`src/rtl/fifo_rd_ctrl_if.sv`:
```
// fifo_rd_ctrl_if: FIFO status/read signals, burst control and sink handshake for fifo_rd_ctrl
interface fifo_rd_ctrl_if #(parameter int DATA_W = 32);
    logic              start;
    logic [3:0]        burst_len;
    logic              rd_en;
    logic              empty;
    logic              rd_ack;
    logic              rd_err;
    logic [DATA_W-1:0] dout;
    logic [DATA_W-1:0] out_data;
    logic              out_valid;
    logic              out_ready;
    logic              busy;
    logic              done;
    logic [3:0]        words_done;
    logic [7:0]        err_cnt;
    modport slave (
        input  start, burst_len, empty, rd_ack, rd_err, dout, out_ready,
        output rd_en, out_data, out_valid, busy, done, words_done, err_cnt
    );
    modport master (
        output start, burst_len, empty, rd_ack, rd_err, dout, out_ready,
        input  rd_en, out_data, out_valid, busy, done, words_done, err_cnt
    );
endinterface

```
`src/rtl/fifo_rd_ctrl.sv`:
```
// fifo_rd_ctrl: burst read engine draining a FIFO into a valid/ready sink
module fifo_rd_ctrl #(
    parameter int DATA_W  = 32,
    parameter int DEPTH   = 8,
    parameter int TIMEOUT = 4
) (
    input  logic          clk,
    input  logic          reset,
    fifo_rd_ctrl_if.slave bus
);
    localparam int             WCW      = $clog2(TIMEOUT + 1);
    localparam logic [3:0]     MAX_LEN  = 4'(DEPTH);
    localparam logic [WCW-1:0] WAIT_MAX = WCW'(TIMEOUT - 1);
    typedef enum logic [2:0] {IDLE, CHECK, ISSUE, WAIT, HOLD, DONE} state_t;
    state_t            state, state_nx;
    logic [3:0]        remaining, remaining_nx, words_done, words_nx, len;
    logic [WCW-1:0]    wcnt, wcnt_nx;
    logic [7:0]        err_cnt;
    logic [DATA_W-1:0] out_data;
    logic              err_inc, capture;
    assign len = bus.burst_len > MAX_LEN ? MAX_LEN : bus.burst_len;
    always_comb begin
        state_nx     = state;
        remaining_nx = remaining;
        words_nx     = words_done;
        wcnt_nx      = wcnt;
        err_inc      = 1'b0;
        capture      = 1'b0;
        case (state)
            IDLE: if (bus.start) begin
                remaining_nx = len;
                words_nx     = '0;
                state_nx     = len == '0 ? DONE : CHECK;
            end
            CHECK: state_nx = bus.empty ? CHECK : ISSUE;
            ISSUE: begin
                wcnt_nx  = '0;
                state_nx = WAIT;
            end
            WAIT: begin
                if (bus.rd_ack) begin
                    capture  = 1'b1;
                    state_nx = HOLD;
                end else if (bus.rd_err || wcnt == WAIT_MAX) begin
                    err_inc  = 1'b1;
                    state_nx = CHECK;
                end else begin
                    wcnt_nx = wcnt + 1'b1;
                end
            end
            HOLD: if (bus.out_ready) begin
                words_nx     = words_done + 4'd1;
                remaining_nx = remaining - 4'd1;
                state_nx     = remaining == 4'd1 ? DONE : CHECK;
            end
            DONE: state_nx = IDLE;
            default: state_nx = IDLE;
        endcase
    end
    always_ff @(posedge clk) begin
        if (reset) begin
            state      <= IDLE;
            remaining  <= '0;
            words_done <= '0;
            wcnt       <= '0;
            err_cnt    <= '0;
            out_data   <= '0;
        end else begin
            state      <= state_nx;
            remaining  <= remaining_nx;
            words_done <= words_nx;
            wcnt       <= wcnt_nx;
            if (err_inc && err_cnt != 8'hff) err_cnt <= err_cnt + 8'd1;
            if (capture) out_data <= bus.dout;
        end
    end
    assign bus.rd_en      = state == ISSUE;
    assign bus.out_valid  = state == HOLD;
    assign bus.busy       = state != IDLE;
    assign bus.done       = state == DONE;
    assign bus.words_done = words_done;
    assign bus.err_cnt    = err_cnt;
    assign bus.out_data   = out_data;
endmodule

```
`src/flat_wrapper.sv`:
```
// flat-port wrapper written by rule: the top's interface ports become plain ports
module fifo_rd_ctrl_flat 
#(
    parameter int DATA_W  = 32,
    parameter int DEPTH   = 8,
    parameter int TIMEOUT = 4
)
  (clk, reset, bus_start, bus_burst_len, bus_empty, bus_rd_ack, bus_rd_err, bus_dout, bus_out_ready, bus_rd_en, bus_out_data, bus_out_valid, bus_busy, bus_done, bus_words_done, bus_err_cnt);
  fifo_rd_ctrl_if #(.DATA_W(DATA_W)) bus_i ();
  input  logic clk;
  input  logic reset;
  input wire logic [$bits(bus_i.start)-1:0] bus_start;
  input wire logic [$bits(bus_i.burst_len)-1:0] bus_burst_len;
  input wire logic [$bits(bus_i.empty)-1:0] bus_empty;
  input wire logic [$bits(bus_i.rd_ack)-1:0] bus_rd_ack;
  input wire logic [$bits(bus_i.rd_err)-1:0] bus_rd_err;
  input wire logic [$bits(bus_i.dout)-1:0] bus_dout;
  input wire logic [$bits(bus_i.out_ready)-1:0] bus_out_ready;
  output wire logic [$bits(bus_i.rd_en)-1:0] bus_rd_en;
  output wire logic [$bits(bus_i.out_data)-1:0] bus_out_data;
  output wire logic [$bits(bus_i.out_valid)-1:0] bus_out_valid;
  output wire logic [$bits(bus_i.busy)-1:0] bus_busy;
  output wire logic [$bits(bus_i.done)-1:0] bus_done;
  output wire logic [$bits(bus_i.words_done)-1:0] bus_words_done;
  output wire logic [$bits(bus_i.err_cnt)-1:0] bus_err_cnt;
  assign bus_i.start = bus_start;
  assign bus_i.burst_len = bus_burst_len;
  assign bus_i.empty = bus_empty;
  assign bus_i.rd_ack = bus_rd_ack;
  assign bus_i.rd_err = bus_rd_err;
  assign bus_i.dout = bus_dout;
  assign bus_i.out_ready = bus_out_ready;
  assign bus_rd_en = bus_i.rd_en;
  assign bus_out_data = bus_i.out_data;
  assign bus_out_valid = bus_i.out_valid;
  assign bus_busy = bus_i.busy;
  assign bus_done = bus_i.done;
  assign bus_words_done = bus_i.words_done;
  assign bus_err_cnt = bus_i.err_cnt;
  fifo_rd_ctrl #(.DATA_W(DATA_W), .DEPTH(DEPTH), .TIMEOUT(TIMEOUT)) u_core (.clk(clk), .reset(reset), .bus(bus_i));
endmodule
```
`config.mk`:
```
export PLATFORM = sky130hd
export DESIGN_NAME = fifo_rd_ctrl_flat
export DESIGN_NICKNAME = d
export VERILOG_FILES = /design/src/rtl/fifo_rd_ctrl_if.sv /design/src/rtl/fifo_rd_ctrl.sv /design/src/flat_wrapper.sv
export SDC_FILE = /design/constraint.sdc
export NUM_CORES = 1
export LEC_CHECK = 0
export ABC_CLOCK_PERIOD_IN_PS = 2960
export CORE_UTILIZATION = 39
export DETAILED_ROUTE_END_ITERATION = 12
export MAX_ROUTING_LAYER = met4
export PLACE_DENSITY = 0.78
export SETUP_SLACK_MARGIN = 0.5
export SLEW_MARGIN = 10
export SYNTH_ARGS = -nofsm -noshare
export SYNTH_HDL_FRONTEND = slang
export SYNTH_SLANG_ARGS = --single-unit
```
`constraint.sdc`:
```
create_clock -name clk -period 2.96 [get_ports clk]
set_input_delay 0.296 -clock clk [delete_from_list [all_inputs] [get_ports clk]]
set_output_delay 0.296 -clock clk [all_outputs]
set_load 0.01 [all_outputs]
```
# == Yosys cells after proc, flatten, opt, wreduce, memory -nomap -nowiden ==
# Cells that the tools add are included.
# totals
inputBits,43
wordCells,57
reg_bits,54
# op_classes
order_cmp,1
add_sub_neg,4
n_eq_ne,13
reduce_logical,10
muxes,23
# ops
cell,n
two-way mux 3 bit,8
two-way mux 4 bit,5
one-hot mux 4 bit (2 select lines),2
one-hot mux 3 bit (5 select lines),1
"== test 3 x 2 -> 1 bit, second input constant",3
AND reduction 3 bit,3
"adder 8 x 1 -> 8 bit, second input constant",1
"!= test 2 bit, second input constant",4
"!= test 8 bit, second input constant",1
"== test 3 bit, second input constant",2
one-hot mux 3 bit (2 select lines),1
two-way mux 1 bit,5
"adder 4 x 1 -> 4 bit, second input constant",1
"== test 4 x 1 -> 1 bit, second input constant",1
"> comparator 4 bit, second input constant",1
zero test 4 bit,1
nonzero test 2 bit,2
"subtractor 4 x 1 -> 4 bit, second input constant",1
"adder 3 x 1 -> 3 bit, second input constant",1
"== test 3 x 1 -> 1 bit, second input constant",1
zero test 3 bit,1
"!= test 3 x 2 -> 1 bit, second input constant",1
nonzero test 3 bit,1
two-way mux 2 bit,1
other kinds (2),2

# == Depth between registers and ports, before layout ==
# depth
depth_word,6
depth_mapped,7
ltp_nobuf,6

# == Least setup slack after synthesis ==
# OpenSTA, ideal clock, no wires.
# synth_timing
path_type,register to register
startpoint,register u_core.wcnt[0]
endpoint,register u_core.wcnt[0]
n_path_buf,0
slack_ns,1.317
t_arrival_ns,1.573
path_stages_with_launch,7
setup_time_ns,0.070
path_cell_list,dfxtp_1 ha_1 ha_1 o31ai_1 nand3b_1 or3_1 a21oi_1
# synth_via
elab_chain_cells,4
word_cells_on_any_way,8
classes_between,1 x add/sub; 2 x eq/ne; 3 x mux; 2 x reduce/logical
# synth_lines
item,line_no,source
"start, declared",fifo_rd_ctrl.sv:17,"logic [WCW-1:0] wcnt, wcnt_nx;"
"start signal, assigned",fifo_rd_ctrl.sv:72,wcnt <= wcnt_nx;
adder 3 x 1 -> 3 bit / == test 3 x 2 -> 1 bit (equally long branches),"fifo_rd_ctrl.sv:48, fifo_rd_ctrl.sv:44",
two-way mux 3 bit / logical OR 1 bit (equally long branches),fifo_rd_ctrl.sv:44,end else if (bus.rd_err || wcnt == WAIT_MAX) begin
two-way mux 3 bit / != test 2 bit (equally long branches),--,
one-hot mux 3 bit (2 select lines) / AND reduction 3 bit (equally long branches),--,
# Parallel ways exist; a longest one is shown, timed or not. The select of a mux whose other input is x is not followed.
# A chain may end at the register's enable or synchronous reset.

# == Final worst setup path ==
# layout_timing
startpoint,register u_core.state[2]
endpoint,output bus_out_valid
# layout_via
elab_chain_cells,1
# layout_lines
item,line_no,source
"start, declared",fifo_rd_ctrl.sv:15,"state_t state, state_nx;"
"start signal, assigned",fifo_rd_ctrl.sv:69,state <= state_nx;
== test 3 bit,fifo_rd_ctrl.sv:78,assign bus.out_valid = state == HOLD;
"end, declared",flat_wrapper.sv:21,output wire logic [$bits(bus_i.out_valid)-1:0] bus_out_valid;
# No other way between the ends.

==> flow_metrics.env <==
export IMPL_cellPowerDensity_mw_per_mm2=399
export IMPL_met1_length_um=2600
export IMPL_first_pass_iters=4
export IMPL_cp_data_required_time_ps=2660
export IMPL_drt_vias_per_instance=5.02
export IMPL_clock_path_buffers=2
export IMPL_ioPinCount=91
export IMPL_multiInputGateArea_mm2=0.00116
export IMPL_antenna_found_initial=0
export IMPL_synth_edff_count=0
export IMPL_cts_max_level=2
export IMPL_nets=419
export IMPL_fmax_ghz=0.436
export IMPL_whs_path_depth=2
export IMPL_drc=0
export IMPL_fin_crit_sh_pct=77.5
export IMPL_synth_top_area_cell="dfxtp_1"
export IMPL_arrival_ps=2000
export IMPL_async_flop_share_pct=0
export IMPL_setup_viol=0
export IMPL_pwr_share_clk_pct=31.5
export IMPL_yosys_warnings=0
export IMPL_internal_power_w=0.00101
export IMPL_ir_drop_mv=0.229
export IMPL_drtIter0Drc=62
export IMPL_io_buffers=90
export IMPL_core_area_mm2=0.00589
export IMPL_ys_ff_latch=54
export IMPL_netlist_instances=287
export IMPL_fill_cells=521
export IMPL_critPathSlowestCell="dfxtp_1"
export IMPL_initial_utilization_pct=40.2
export IMPL_clkLatencyLatePin_ps=310
export IMPL_die_h_um=79.9
export IMPL_slew_limit_headroom_pct=56.1
export IMPL_fin_ws_ps=665
export IMPL_rr_startpoint="u_core.state[1]"
export IMPL_grt_pass1_wl_um=8770
export IMPL_rsz0062_at_grt="false"
export IMPL_crit_chain="or3b_4 > inv_2 > clkdlybuf4s50_1"
export IMPL_critPathMaxFanout=12
export IMPL_avgSynthCellArea_um2=8.25
export IMPL_highest_layer="met4"
export IMPL_seq_area_mm2=0.00108
export IMPL_cp_start_kind="register"
export IMPL_clkTransAtPathRegs_ps=100
export IMPL_slowest_delay_ps=540
export IMPL_swShare_pct=25.5
export IMPL_wl_met3_um=336
export IMPL_worstMarginPinSlew_ps=658
export IMPL_numCtsBuffers=5
export IMPL_hold_path_endpoint="u_core.bus.out_data[2]"
export IMPL_die_area_mm2=0.00639
export IMPL_max_cap_violations=0
export IMPL_synthTopCellsByArea="dfxtp_1 (46%), nand2_1 (11%), a21oi_1 (8.5%)"
export IMPL_wl_met2_um=2560
export IMPL_hpwl_um=3850
export IMPL_hp_class="reg2reg"
export IMPL_skew_ps=4.90
export IMPL_clock_sinks=54
export IMPL_hold_start="u_core.bus.out_data[2]"
export IMPL_ys_flop_type="dfxtp_1"
export IMPL_postSynthNetCount=336
export IMPL_report_final_slew_viol_count=0
export IMPL_cts_tree="yes"
export IMPL_place_congestion=0.892
export IMPL_status="finished, final reports clean"
export IMPL_vias=2238
export IMPL_yosysUniqueCellTypes=50
export IMPL_p_leak_nw=1.22
export IMPL_rrSetupSlack_ps=1160
export IMPL_dp_slack_ps=1020
export IMPL_end_kind="primary output"
export IMPL_drt_wl_total_um=5560
export IMPL_comb_power_share_pct=12.6
export IMPL_tns_ps=0
export IMPL_syn_area_mm2=0.00237
export IMPL_grt_max_degree=35
export IMPL_rr_endpoint="u_core.bus.out_data[26]"
export IMPL_grt_remaining_overflow=0
export IMPL_grtUsageTotal_pct=17.9
export IMPL_post_cts_buffers=0
export IMPL_die_w_um=79.9
export IMPL_period_minus_slack_ps=2300
export IMPL_cts_resized=0
export IMPL_avgRoutedWirePerCell_um=12.5
export IMPL_ant_nets=0
export IMPL_synth_top_area_share_pct=45.6
export IMPL_grt_pass1_vias=1928
export IMPL_area_delta_synth_final_pct=43.1
export IMPL_layout_drive_gt1_share_pct=5.93
export IMPL_power_frac_seq_pct=56.0
export IMPL_r2r_cells=5
export IMPL_p_switching_w=0.000344
export IMPL_root_buffer="clkbuf_8"
export IMPL_cts_hold_buf=0
export IMPL_crit_type="reg2out"
export IMPL_hold_viol_final=0
export IMPL_n_antenna_cell=0
export IMPL_rows=28
export IMPL_yosysSeqAreaShare_pct=45.6
sequential cells by signal (all words and copies together), names as in the netlist:
register               count
u_core.bus.err_cnt         8
u_core.bus.words_done      4
u_core.bus.out_data       32
u_core.state               3
u_core.remaining           4
u_core.wcnt                3
cell families (layout without fill, tap and decap cells):
family | Yosys count | after routing | share of synthesized area [%]
AO/OA/AOI/OAI | 65 | 65 | 16.9
AND/OR/NAND/NOR | 125 | 125 | 24.6
XOR/XNOR | 5 | 5 | 1.85
buffers and inverters | 26 | 110 | 5.23
flip-flops | 54 | 54 | 45.6
adder cells (fa/ha/maj) | 6 | 6 | 3.17
multiplexers | 6 | 6 | 2.64
critical path: cells and delay by family (launching register included):
family	cells	cell delay [ps]
buffers and inverters	2	650
DFF	1	540
and+or+nand+nor	1	500
per-layer routing:
| metal | track usage [%] | up-vias |
|---|---|---|
| li1 | - | 1143 |
| met3 | 3.89 | 5 |
| met1 | 21.7 | 1023 |
| met4 | 5.36 | 0 |
| met2 | 29.9 | 67 |
| met5 | - | - |
through the flow:
step	power, W	hold WS, ps	util, %	cells	instance area [um2]
detailed placement	0.000941	446	56.0	438	3290
finish	0.00135	459	57.6	446	3390
floorplan	0.000849	393	-	287	2370
global route	0.00141	473	57.6	446	3390
CTS	0.00137	460	57.6	446	3390
global placement	0.000939	441	56.0	438	3290
power by group through the flow:
stage | clock, W | combinational, W | sequential (W)
finish | 0.000425 | 0.000170 | 0.000756
global route | 0.000464 | 0.000186 | 0.000759
CTS | 0.000441 | 0.000170 | 0.000755
detailed placement | 0 | 0.000169 | 0.000772
global placement | 0 | 0.000167 | 0.000771
floorplan | 0 | 0.0000828 | 0.000766
how the worst max path moves through the flow:
stage                    startpoint                     to  cells after the start
global route        u_core.state[2]          bus_out_valid                      3
finish              u_core.state[2]          bus_out_valid                      3
CTS                 u_core.state[2]          bus_out_valid                      3
global placement         bus_rd_ack  u_core.bus.err_cnt[5]                      5
floorplan            u_core.wcnt[0]         u_core.wcnt[0]                      6
detailed placement  u_core.state[2]          bus_out_valid                      3
cells in the mapped netlist, drive strengths merged (2+ instances only):
cell type,n
a211oi,4
a21oi,40
a311oi,3
a31oi,2
and2,3
and3,2
and3b,3
buf,12
clkbuf,6
dfxtp,54
ha,6
inv,8
mux2,2
mux2i,4
nand2,70
nand2b,2
nand3,6
nand3b,2
nor2,20
nor3,6
nor3b,3
nor4,2
o2111ai,2
o21ai,2
o31ai,3
or3,3
xor2,4
placed cells by master, fill, tap and decap left out, types with 3 or more instances in the layout:
| cell type | n |
|---|---|
| clkdlybuf4s50_1 | 89 |
| nand2_1 | 70 |
| dfxtp_1 | 54 |
| a21oi_1 | 40 |
| nor2_1 | 19 |
| inv_1 | 7 |
| nor3_1 | 6 |
| nand3_1 | 6 |
| ha_1 | 6 |
| clkbuf_8 | 5 |
| xor2_1 | 4 |
| a211oi_1 | 4 |
| mux2i_1 | 4 |
| buf_4 | 4 |
| nor3b_1 | 3 |
| and2_1 | 3 |
| a311oi_1 | 3 |
final cells by class:
class	count	share of cell area (%)
Clock buffer	5	2.03
Timing Repair Buffer	94	27.3
Sequential cell	54	31.9
Multi-Input combinational cell	207	34.3
Tap cell	75	2.77
Inverter	8	0.886
Clock inverter	3	0.739
(Power assumes the default switching activity.)
